===== config.mk =====
export PLATFORM = sky130hd
export DESIGN_NAME = matvec_engine
export DESIGN_NICKNAME = d
export VERILOG_FILES = /design/src/rtl/matvec_pkg.sv /design/src/rtl/matvec_mac.sv /design/src/rtl/matvec_engine.sv
export SDC_FILE = /design/constraint.sdc
export NUM_CORES = 2
export LEC_CHECK = 0
export CORE_MARGIN = 1.5
export CORE_UTILIZATION = 51
export CTS_BUF_LIST = sky130_fd_sc_hd__clkbuf_4
export CTS_CLUSTER_SIZE = 16
export DETAILED_ROUTE_END_ITERATION = 12
export DONT_BUFFER_PORTS = 1
export GPL_ROUTABILITY_DRIVEN = 1
export HOLD_SLACK_MARGIN = 0.08
export PLACE_DENSITY = 0.69
export SYNTH_ARGS = -nofsm -noshare
export SYNTH_HDL_FRONTEND = slang
export SYNTH_HIERARCHICAL = 1
export SYNTH_SLANG_ARGS = --single-unit
export TNS_END_PERCENT = 30

===== constraint.sdc =====
create_clock -name clk -period 8.2 [get_ports clk]
set_clock_uncertainty 0.15 [all_clocks]
set_input_delay 1.64 -clock clk [delete_from_list [all_inputs] [get_ports clk]]
set_output_delay 1.64 -clock clk [all_outputs]
set_load 0.01 [all_outputs]

===== src/rtl/matvec_pkg.sv =====
// Shared definitions for the matrix-vector multiply engine.
//   state_e         : engine FSM states
//   default_acc_w() : default accumulator width (2*data_w + 8 guard bits)
//   ROWS_ADDR, COLS_ADDR, DATA_BASE : matrix-memory header layout
package matvec_pkg;

  typedef enum logic [2:0] {
    StIdle,
    StHdr0,
    StHdr1,
    StCheck,
    StRow,
    StStream,
    StWrite,
    StDone
  } state_e;

  localparam int unsigned ROWS_ADDR = 0;
  localparam int unsigned COLS_ADDR = 1;
  localparam int unsigned DATA_BASE = 2;

  function automatic int unsigned default_acc_w(input int unsigned data_w);
    return 2 * data_w + 8;
  endfunction

endpackage


===== src/rtl/matvec_mac.sv =====
// Signed multiply-accumulate with DATA_W output reduction.
//   clk_i, rst_ni : clock, synchronous active-low reset
//   clr_i         : zero the accumulator (has priority over en_i)
//   en_i          : accumulate a_i * b_i
//   a_i, b_i      : signed operands
//   y_o           : accumulator reduced to DATA_W
// Build option MATVEC_SAT_EN: clamp y_o to the signed DATA_W range instead of wrapping.
// The accumulator itself never saturates.
module matvec_mac
  import matvec_pkg::*;
#(
  parameter int unsigned DATA_W = 32,
  parameter int unsigned ACC_W  = default_acc_w(DATA_W)
) (
  input  logic              clk_i,
  input  logic              rst_ni,
  input  logic              clr_i,
  input  logic              en_i,
  input  logic [DATA_W-1:0] a_i,
  input  logic [DATA_W-1:0] b_i,
  output logic [DATA_W-1:0] y_o
);

  localparam int unsigned ProdW = 2 * DATA_W;

  logic signed [ACC_W-1:0] acc_q, acc_d;
  logic signed [ProdW-1:0] prod;

  assign prod = $signed(a_i) * $signed(b_i);

  always_comb begin
    acc_d = acc_q;
    if (clr_i) begin
      acc_d = '0;
    end else if (en_i) begin
      // Size cast of a signed value sign-extends the full product.
      acc_d = acc_q + ACC_W'(prod);
    end
  end

  always_ff @(posedge clk_i) begin
    if (!rst_ni) begin
      acc_q <= '0;
    end else begin
      acc_q <= acc_d;
    end
  end

`ifdef MATVEC_SAT_EN
  // In range when every bit from the DATA_W sign bit upward agrees.
  logic in_range;
  assign in_range = (&acc_q[ACC_W-1:DATA_W-1]) | ~(|acc_q[ACC_W-1:DATA_W-1]);

  always_comb begin
    if (in_range) begin
      y_o = acc_q[DATA_W-1:0];
    end else if (acc_q[ACC_W-1]) begin
      y_o = {1'b1, {(DATA_W - 1) {1'b0}}};
    end else begin
      y_o = {1'b0, {(DATA_W - 1) {1'b1}}};
    end
  end
`else
  assign y_o = acc_q[DATA_W-1:0];
`endif

endmodule


===== src/rtl/matvec_engine.sv =====
// Matrix-vector multiply engine: y = M * x.
// Matrix memory holds rows at word 0, cols at word 1, then M column-major from word 2.
// x(j) is read from vector address j; y(i) is written to result address i.
//   clk, rst_n             : clock, synchronous active-low reset
//   start                  : begin an operation (sampled only when idle)
//   m_rd/m_addr/m_rdata    : matrix memory, synchronous read (data next cycle)
//   v_rd/v_addr/v_rdata    : vector memory, same protocol
//   r_we/r_addr/r_wdata    : result memory write port
//   busy, done, err        : status; err flags illegal dimensions, valid with done
//   clock_count            : busy cycles of the last/current operation
// Build option MATVEC_SAT_EN (in matvec_mac): saturate results instead of wrapping.
module matvec_engine
  import matvec_pkg::*;
#(
  parameter int unsigned DATA_W = 32,
  parameter int unsigned ADDR_W = 10,
  parameter int unsigned ACC_W  = default_acc_w(DATA_W)
) (
  input  logic              clk,
  input  logic              rst_n,
  input  logic              start,
  output logic              m_rd,
  output logic [ADDR_W-1:0] m_addr,
  input  logic [DATA_W-1:0] m_rdata,
  output logic              v_rd,
  output logic [ADDR_W-1:0] v_addr,
  input  logic [DATA_W-1:0] v_rdata,
  output logic              r_we,
  output logic [ADDR_W-1:0] r_addr,
  output logic [DATA_W-1:0] r_wdata,
  output logic              busy,
  output logic              done,
  output logic              err,
  output logic [31:0]       clock_count
);

  localparam int unsigned ProdW = 2 * DATA_W;

  state_e            state_q, state_d;
  logic [DATA_W-1:0] rows_q, rows_d, cols_q, cols_d;
  logic [ADDR_W-1:0] i_q, i_d, j_q, j_d, addr_q, addr_d;
  logic              err_q, err_d;
  logic [31:0]       cnt_q, cnt_d;

  logic              mac_clr, mac_en;
  logic [DATA_W-1:0] mac_y;
  logic [ProdW-1:0]  rows_w, cols_w, area, limit;
  logic              dim_bad, last_col, last_row;

  // Dimension check in double width so rows*cols cannot overflow.
  assign rows_w  = ProdW'(rows_q);
  assign cols_w  = ProdW'(cols_q);
  assign area    = rows_w * cols_w + ProdW'(2);
  assign limit   = ProdW'(1) << ADDR_W;
  assign dim_bad = (rows_q == '0) || (cols_q == '0) || (rows_w > limit) || (area > limit);

  assign last_col = (DATA_W'(j_q) == cols_q - DATA_W'(1));
  assign last_row = (DATA_W'(i_q) == rows_q - DATA_W'(1));

  always_comb begin
    state_d = state_q;
    rows_d  = rows_q;
    cols_d  = cols_q;
    i_d     = i_q;
    j_d     = j_q;
    addr_d  = addr_q;
    err_d   = err_q;
    cnt_d   = (state_q != StIdle) ? cnt_q + 32'd1 : cnt_q;
    m_rd    = 1'b0;
    m_addr  = '0;
    v_rd    = 1'b0;
    v_addr  = '0;
    r_we    = 1'b0;
    r_addr  = '0;
    r_wdata = '0;
    mac_clr = 1'b0;
    mac_en  = 1'b0;

    unique case (state_q)
      StIdle: begin
        if (start) begin
          m_rd    = 1'b1;
          m_addr  = ADDR_W'(ROWS_ADDR);
          err_d   = 1'b0;
          cnt_d   = 32'd1;  // the accepting cycle counts as busy
          state_d = StHdr0;
        end
      end
      StHdr0: begin
        rows_d  = m_rdata;
        m_rd    = 1'b1;
        m_addr  = ADDR_W'(COLS_ADDR);
        state_d = StHdr1;
      end
      StHdr1: begin
        cols_d  = m_rdata;
        state_d = StCheck;
      end
      StCheck: begin
        if (dim_bad) begin
          err_d   = 1'b1;
          state_d = StDone;
        end else begin
          i_d     = '0;
          state_d = StRow;
        end
      end
      StRow: begin
        mac_clr = 1'b1;
        j_d     = '0;
        addr_d  = ADDR_W'(DATA_BASE) + i_q;
        m_rd    = 1'b1;
        m_addr  = addr_d;
        v_rd    = 1'b1;
        v_addr  = '0;
        state_d = StStream;
      end
      StStream: begin
        mac_en = 1'b1;
        if (!last_col) begin
          // Next column of the same row is one full column (rows words) further on.
          addr_d = addr_q + rows_q[ADDR_W-1:0];
          m_rd   = 1'b1;
          m_addr = addr_d;
          j_d    = j_q + ADDR_W'(1);
          v_rd   = 1'b1;
          v_addr = j_d;
        end else begin
          state_d = StWrite;
        end
      end
      StWrite: begin
        r_we    = 1'b1;
        r_addr  = i_q;
        r_wdata = mac_y;
        if (last_row) begin
          state_d = StDone;
        end else begin
          i_d     = i_q + ADDR_W'(1);
          state_d = StRow;
        end
      end
      StDone: begin
        state_d = StIdle;
      end
      default: begin
        state_d = StIdle;
      end
    endcase
  end

  always_ff @(posedge clk) begin
    if (!rst_n) begin
      state_q <= StIdle;
      rows_q  <= '0;
      cols_q  <= '0;
      i_q     <= '0;
      j_q     <= '0;
      addr_q  <= '0;
      err_q   <= 1'b0;
      cnt_q   <= '0;
    end else begin
      state_q <= state_d;
      rows_q  <= rows_d;
      cols_q  <= cols_d;
      i_q     <= i_d;
      j_q     <= j_d;
      addr_q  <= addr_d;
      err_q   <= err_d;
      cnt_q   <= cnt_d;
    end
  end

  assign busy        = (state_q != StIdle);
  assign done        = (state_q == StDone);
  assign err         = err_q;
  assign clock_count = cnt_q;

  matvec_mac #(
    .DATA_W(DATA_W),
    .ACC_W (ACC_W)
  ) u_mac (
    .clk_i (clk),
    .rst_ni(rst_n),
    .clr_i (mac_clr),
    .en_i  (mac_en),
    .a_i   (m_rdata),
    .b_i   (v_rdata),
    .y_o   (mac_y)
  );

endmodule


Yosys cells after proc, flatten, opt, wreduce, memory -nomap -nowiden
Index checks and enable logic that the tools add are counted.

Bitwise gates (word level): 1. Reductions and logical operators: 16. Multiply operators: 2. Equal/unequal tests: 15. $lt $le $gt $ge: 2. Muxes and demuxes: 31. $add $sub $neg: 9.

Operators by type and width (count): 32-bit by 32-bit multiplier with 64-bit output (2); 32-bit 2-to-1 mux (4); 10-bit 2-to-1 mux (8); 72-bit by 64-bit adder with 72-bit output (1); 64-bit by 2-bit adder with 64-bit output, second input constant (1); 10-bit by 32-bit == test with 1-bit output (2); 64-bit by 11-bit greater-than comparator with 1-bit output, second input constant (1); 32-bit zero test (2); 32-bit by 1-bit subtractor with 32-bit output, second input constant (2); 10-bit one-hot mux with 2 select lines (3); 32-bit by 1-bit adder with 32-bit output, second input constant (1); 32-bit by 11-bit greater-than comparator with 1-bit output, second input constant (1); 10-bit one-hot mux with 3 select lines (1); 3-bit one-hot mux with 8 select lines (1); 10-bit by 1-bit adder with 10-bit output, second input constant (2); 3-bit == test, second input constant (4); 2-bit != test, second input constant (6); 10-bit adder (1); 2-bit by 10-bit adder with 10-bit output, first input constant (1); 1-bit 2-to-1 mux (7); 3-bit by 2-bit == test with 1-bit output, second input constant (2); 3-bit 2-to-1 mux (2); 3-bit AND reduction (2); 2-bit nonzero test (3); 10 further kinds (16).

Output and inout port bits: 100. Logic and storage cells: 85. Flip-flop bits (word level): 202. Input port bits: 67.

Logic depth before layout (Yosys ltp)
Word-level depth: 6. Mapped depth: 32.

Hierarchy
The synthesis kept the hierarchy.

Modules (own cells, without submodules): matvec_engine (area an instance 42156.7 um^2, times used 1, cells each 5060); matvec_mac (area an instance 18237.5 um^2, times used 1, cells each 2020).

Worst setup path before layout
Ideal clock, no wire load.

Path kind: reg2reg. Start: register rows_q[5]. End: register i_q[8]. Required time: 7.934 ns. Data arrival time: 8.371 ns. Setup slack: -0.436 ns. Cell stages (with the launch flop): 30. Setup time: 0.116 ns. Cell sequence: dfxtp_1 clkbuf_1 clkbuf_1 nand2_1 fa_1 inv_1 fa_1 inv_1 fa_1 inv_1 fa_1 fa_1 fa_1 fa_1 inv_1 fa_1 inv_1 ha_1 buf_2 a21oi_1 o21ai_1 a21oi_1 and3_1 or4_1 or4_4 a2111oi_4 nand4_1 nor3_2 nand4b_2 and3_1.

Cells in the longest elaborated chain, start to end: 6. Elaborated cells on any way between the ends: 13. Those cells by class: 2 x add/sub; 1 x mul; 2 x order compare; 3 x eq/ne; 5 x reduce/logical.

Ends and longest elaborated chain: from (decl) (RTL line matvec_engine.sv:40) `logic [DATA_W-1:0] rows_q, rows_d, cols_q, cols_d;`; from (signal assigned) (RTL line matvec_engine.sv:164) `rows_q <= rows_d;`; 32-bit by 32-bit multiplier with 64-bit output or 32-bit zero test (tied branches) (RTL line matvec_engine.sv:53, matvec_engine.sv:55); 64-bit by 2-bit adder with 64-bit output or 1-bit logical OR (tied branches) (RTL line matvec_engine.sv:53, matvec_engine.sv:55); 64-bit by 11-bit greater-than comparator with 1-bit output or 1-bit logical OR (tied branches) (RTL line matvec_engine.sv:55) `assign dim_bad = (rows_q == '0) || (cols_q == '0) || (rows_w > limit) || (area > limit);`; 1-bit logical OR (RTL line matvec_engine.sv:55); 2-bit != test (no source line); 3-bit AND reduction (no source line) (*); to (signal assigned) (RTL line matvec_engine.sv:166) `i_q <= i_d;`; to (decl) (RTL line matvec_engine.sv:41) `logic [ADDR_W-1:0] i_q, i_d, j_q, j_d, addr_q, addr_d;`.

Mark *: on every way between the ends. The rest lies on a longest branch, timed or not. A chain may end at the register's enable or synchronous reset.

Worst setup path after layout
Start: register rows_q[10]. End: register i_q[3].

The elaborated chain is that of the path after synthesis.

==> flow_summary.json <==
{
  "status": "finished with violations",
  "violations": "negative setup slack",
  "start_util": 0.513,
  "p_sw_w": 0.0148,
  "drv_slew": 0,
  "fin_area_sq_um": 67500,
  "dpl_cell_area_sq_um": 65400,
  "setup_violations": 13,
  "multiInputGateArea_sq_um": 51000,
  "die_w_um": 347,
  "min_period_ns": 8.63,
  "max_slew.worst_pin.slew_ns": 1.21,
  "final_common_cell": "inv_1",
  "ios": 167,
  "relSlewSlack": 0.192,
  "grt_pass1_vias": 53400,
  "cts-buffers-inserted": 17,
  "die_h_um": 347,
  "grtUsageTotal": 0.336,
  "htree_levels": 4,
  "avgSynthCellArea_sq_um": 8.53,
  "synthesis.area_sq_um": 60400,
  "power_frac_comb": 0.934,
  "area_delta_synth_final_pct": 11.8,
  "cts_buffer_depth": 2,
  "final_core_util": 0.573,
  "first_iter_violations": 4264,
  "arrival_ns": 9.17,
  "end_kind": "flop",
  "critPathKind": "flop to flop",
  "root_buffer": "clkbuf_4",
  "yosys.area.top_type_share": 0.443,
  "coreArea_sq_um": 118000,
  "overflow": 0,
  "routabilityCongestion": 0.984,
  "die_area_sq_um": 120000,
  "synth_edf_count": 0,
  "clock_sinks": 162,
  "clkTransAtPathRegs_ns": 0.25,
  "final_nets": 9098,
  "hold_viol": 0,
  "fin_cells": 8818,
  "period_share": 1.05,
  "most-common-layout-cells": "inv_1, fa_1, nand2_1",
  "vdd_drop_max_v": 0.00171,
  "synth_top_cell_by_area": "fa_1",
  "fmax_ghz": 0.116,
  "syn_inst": 7080,
  "drt_first_pass_iters": 6,
  "ys.flop_type": "dfxtp_1",
  "p_per_area_nw_per_um2": 393,
  "place_hpwl_um": 158000,
  "ctsHoldBuffers": 0,
  "synth_cell_type_count": 98,
  "seq_area_frac_synth": 0.0537,
  "synth-seq-cells": 162,
  "critPathMaxFanout": 7,
  "wl_per_cell_um": 22.1,
  "min_path_type": "flop to flop",
  "wl_um": 195000,
  "cp.required_ns": 8.74,
  "placed_cells": 8731,
  "clkLatencyLatePin_ns": 0.83,
  "seq_area_sq_um": 3370,
  "portBuffers": 0,
  "fin_ws_ns": -0.432,
  "p_sw_frac": 0.558,
  "rsz0062_at_grt": "true",
  "power_leakage_nw": 33.1,
  "synthTopCellsByArea": "fa_1, inv_1, ha_1, and2_1, nand2_1",
  "synth_async_sr_flop_share": 0,
  "p_int_w": 0.0117,
  "clkPwrFrac": 0.024,
  "fillCellCount": 10400,
  "grt_max_degree": 54,
  "drt-vias-per-instance": 5.64,
  "antenna_found_initial": 13,
  "yosysWarningCount": 6,
  "drive_gt1_frac": 0.132,
  "postRouteAntennaNets": 0,
  "cts_tree": "built",
  "p_seq_frac": 0.042,
  "synth.net_count": 8914,
  "rows": 126,
  "pre_cts_slack_ns": -0.887,
  "cp-start-kind": "flop",
  "vias": 49700,
  "maxCapViolations": 0,
  "remaining_drc_errors": 0,
  "grt_pass1_wl_um": 311000
}
## worst max-delay path: stages, from the launching register on
cell and delay, ns:
dfxtp_4 0.44, clkbuf_16 0.17, buf_4 0.17, and2_1 0.18, fa_1 0.50, fa_1 0.57, fa_1 0.60, fa_1 0.48
fa_1 0.55, fa_1 0.53, fa_2 0.64, ha_1 0.25, ha_1 0.34, buf_4 0.19, nand4_1 0.18, nor3_2 0.20
buf_4 0.16, nand2_1 0.07, o311a_1 0.15, xnor2_1 0.20, a2111oi_4 0.33, buf_4 0.15, and4b_1 0.19, nand4_1 0.16
nor4_4 0.37, buf_4 0.21, nand4b_4 0.15, and3_4 0.20
## final timing paths
kind / cells past startpoint / start / slack (ns) / endpoint
setup / recovery: 27 / rows_q[10] / -0.43 / i_q[3]
hold / removal: 2 / u_mac/acc_q[21] / 0.38 / u_mac/acc_q[21]
hold reg to reg: 2 / u_mac/acc_q[21] / 0.38 / u_mac/acc_q[21]
setup reg to reg: 27 / rows_q[10] / -0.43 / i_q[3]
## Yosys cell counts, drive strengths merged (17+ instances only)
cell / number
a21o: 31
a21oi: 245
a31oi: 17
and2: 841
and3: 47
buf: 47
clkbuf: 390
dfxtp: 162
fa: 1336
ha: 431
inv: 1490
mux2i: 25
nand2: 1047
nand2b: 18
nand3: 94
nand4: 43
nor2: 168
nor3: 50
nor4: 29
o211ai: 20
o21a: 27
o21ai: 95
or2: 17
or3: 28
or4: 18
xnor2: 111
xor2: 50
## routing by layer
metal | part of all wire | GRT usage
met5 | 0.00024 | 0
met2 | 0.44 | 0.521
met3 | 0.11 | 0.0833
met4 | 0.040 | 0.115
met1 | 0.41 | 0.460
## flip-flops by register name, summed over array words and instances, names as in the netlist
register     flops
j_q             10
clock_count     32
addr_q          10
cols_q          32
err              1
rows_q          32
state_q          3
i_q             10
u_mac/acc_q     32
## power by group through the flow
stage / clock network (W) / registers, W / logic, W
3_5_place_dp: 0 / 0.00112 / 0.0236
4_1_cts: 0.000639 / 0.00111 / 0.0244
3_3_place_gp: 0 / 0.00111 / 0.0234
2_1_floorplan: 0 / 0.000977 / 0.0166
5_1_grt: 0.000658 / 0.00113 / 0.0275
6_report: 0.000633 / 0.00111 / 0.0248
## final cells by class
class                      instances  area share
multi-input combinational       4992       0.755
inverter                        1490      0.0829
timing repair buffer             601      0.0792
sequential                       162      0.0499
tap                             1536      0.0285
clock inverter                    13     0.00221
clock buffer                      19     0.00211
antenna                            5    0.000185
## repair_timing
action,CTS,global route
setup buffers,38,10
pin swaps,194,51
gates cloned,2,1
endpoints found under the setup margin,13,13
gates resized for setup,308,71
endpoints found under the hold margin,0,0
## per-stage QoR
| step | hold WS (ns) | power, W | TNS, ns |
|---|---|---|---|
| final | 0.378 | 0.0265 | -4.92 |
| after global placement | 0.323 | 0.0246 | -10.93 |
| after floorplan | 0.305 | 0.0176 | -0.000603 |
| after CTS | 0.377 | 0.0261 | -3.28 |
| after global routing | 0.411 | 0.0293 | -7.61 |
| after detailed placement | 0.340 | 0.0248 | -11.29 |
## logic make-up after synthesis
family | Yosys count | share of synthesized area
AND/OR/NAND/NOR | 2461 | 0.205
buffers and inverters | 1927 | 0.121
adder cells (fa/ha/maj) | 1767 | 0.532
AO/OA/AOI/OAI | 567 | 0.0587
XOR/XNOR | 163 | 0.0243
flip-flops | 162 | 0.0537
multiplexers | 33 | 0.00564
Note: power is estimated with default switching activity, not from simulation.
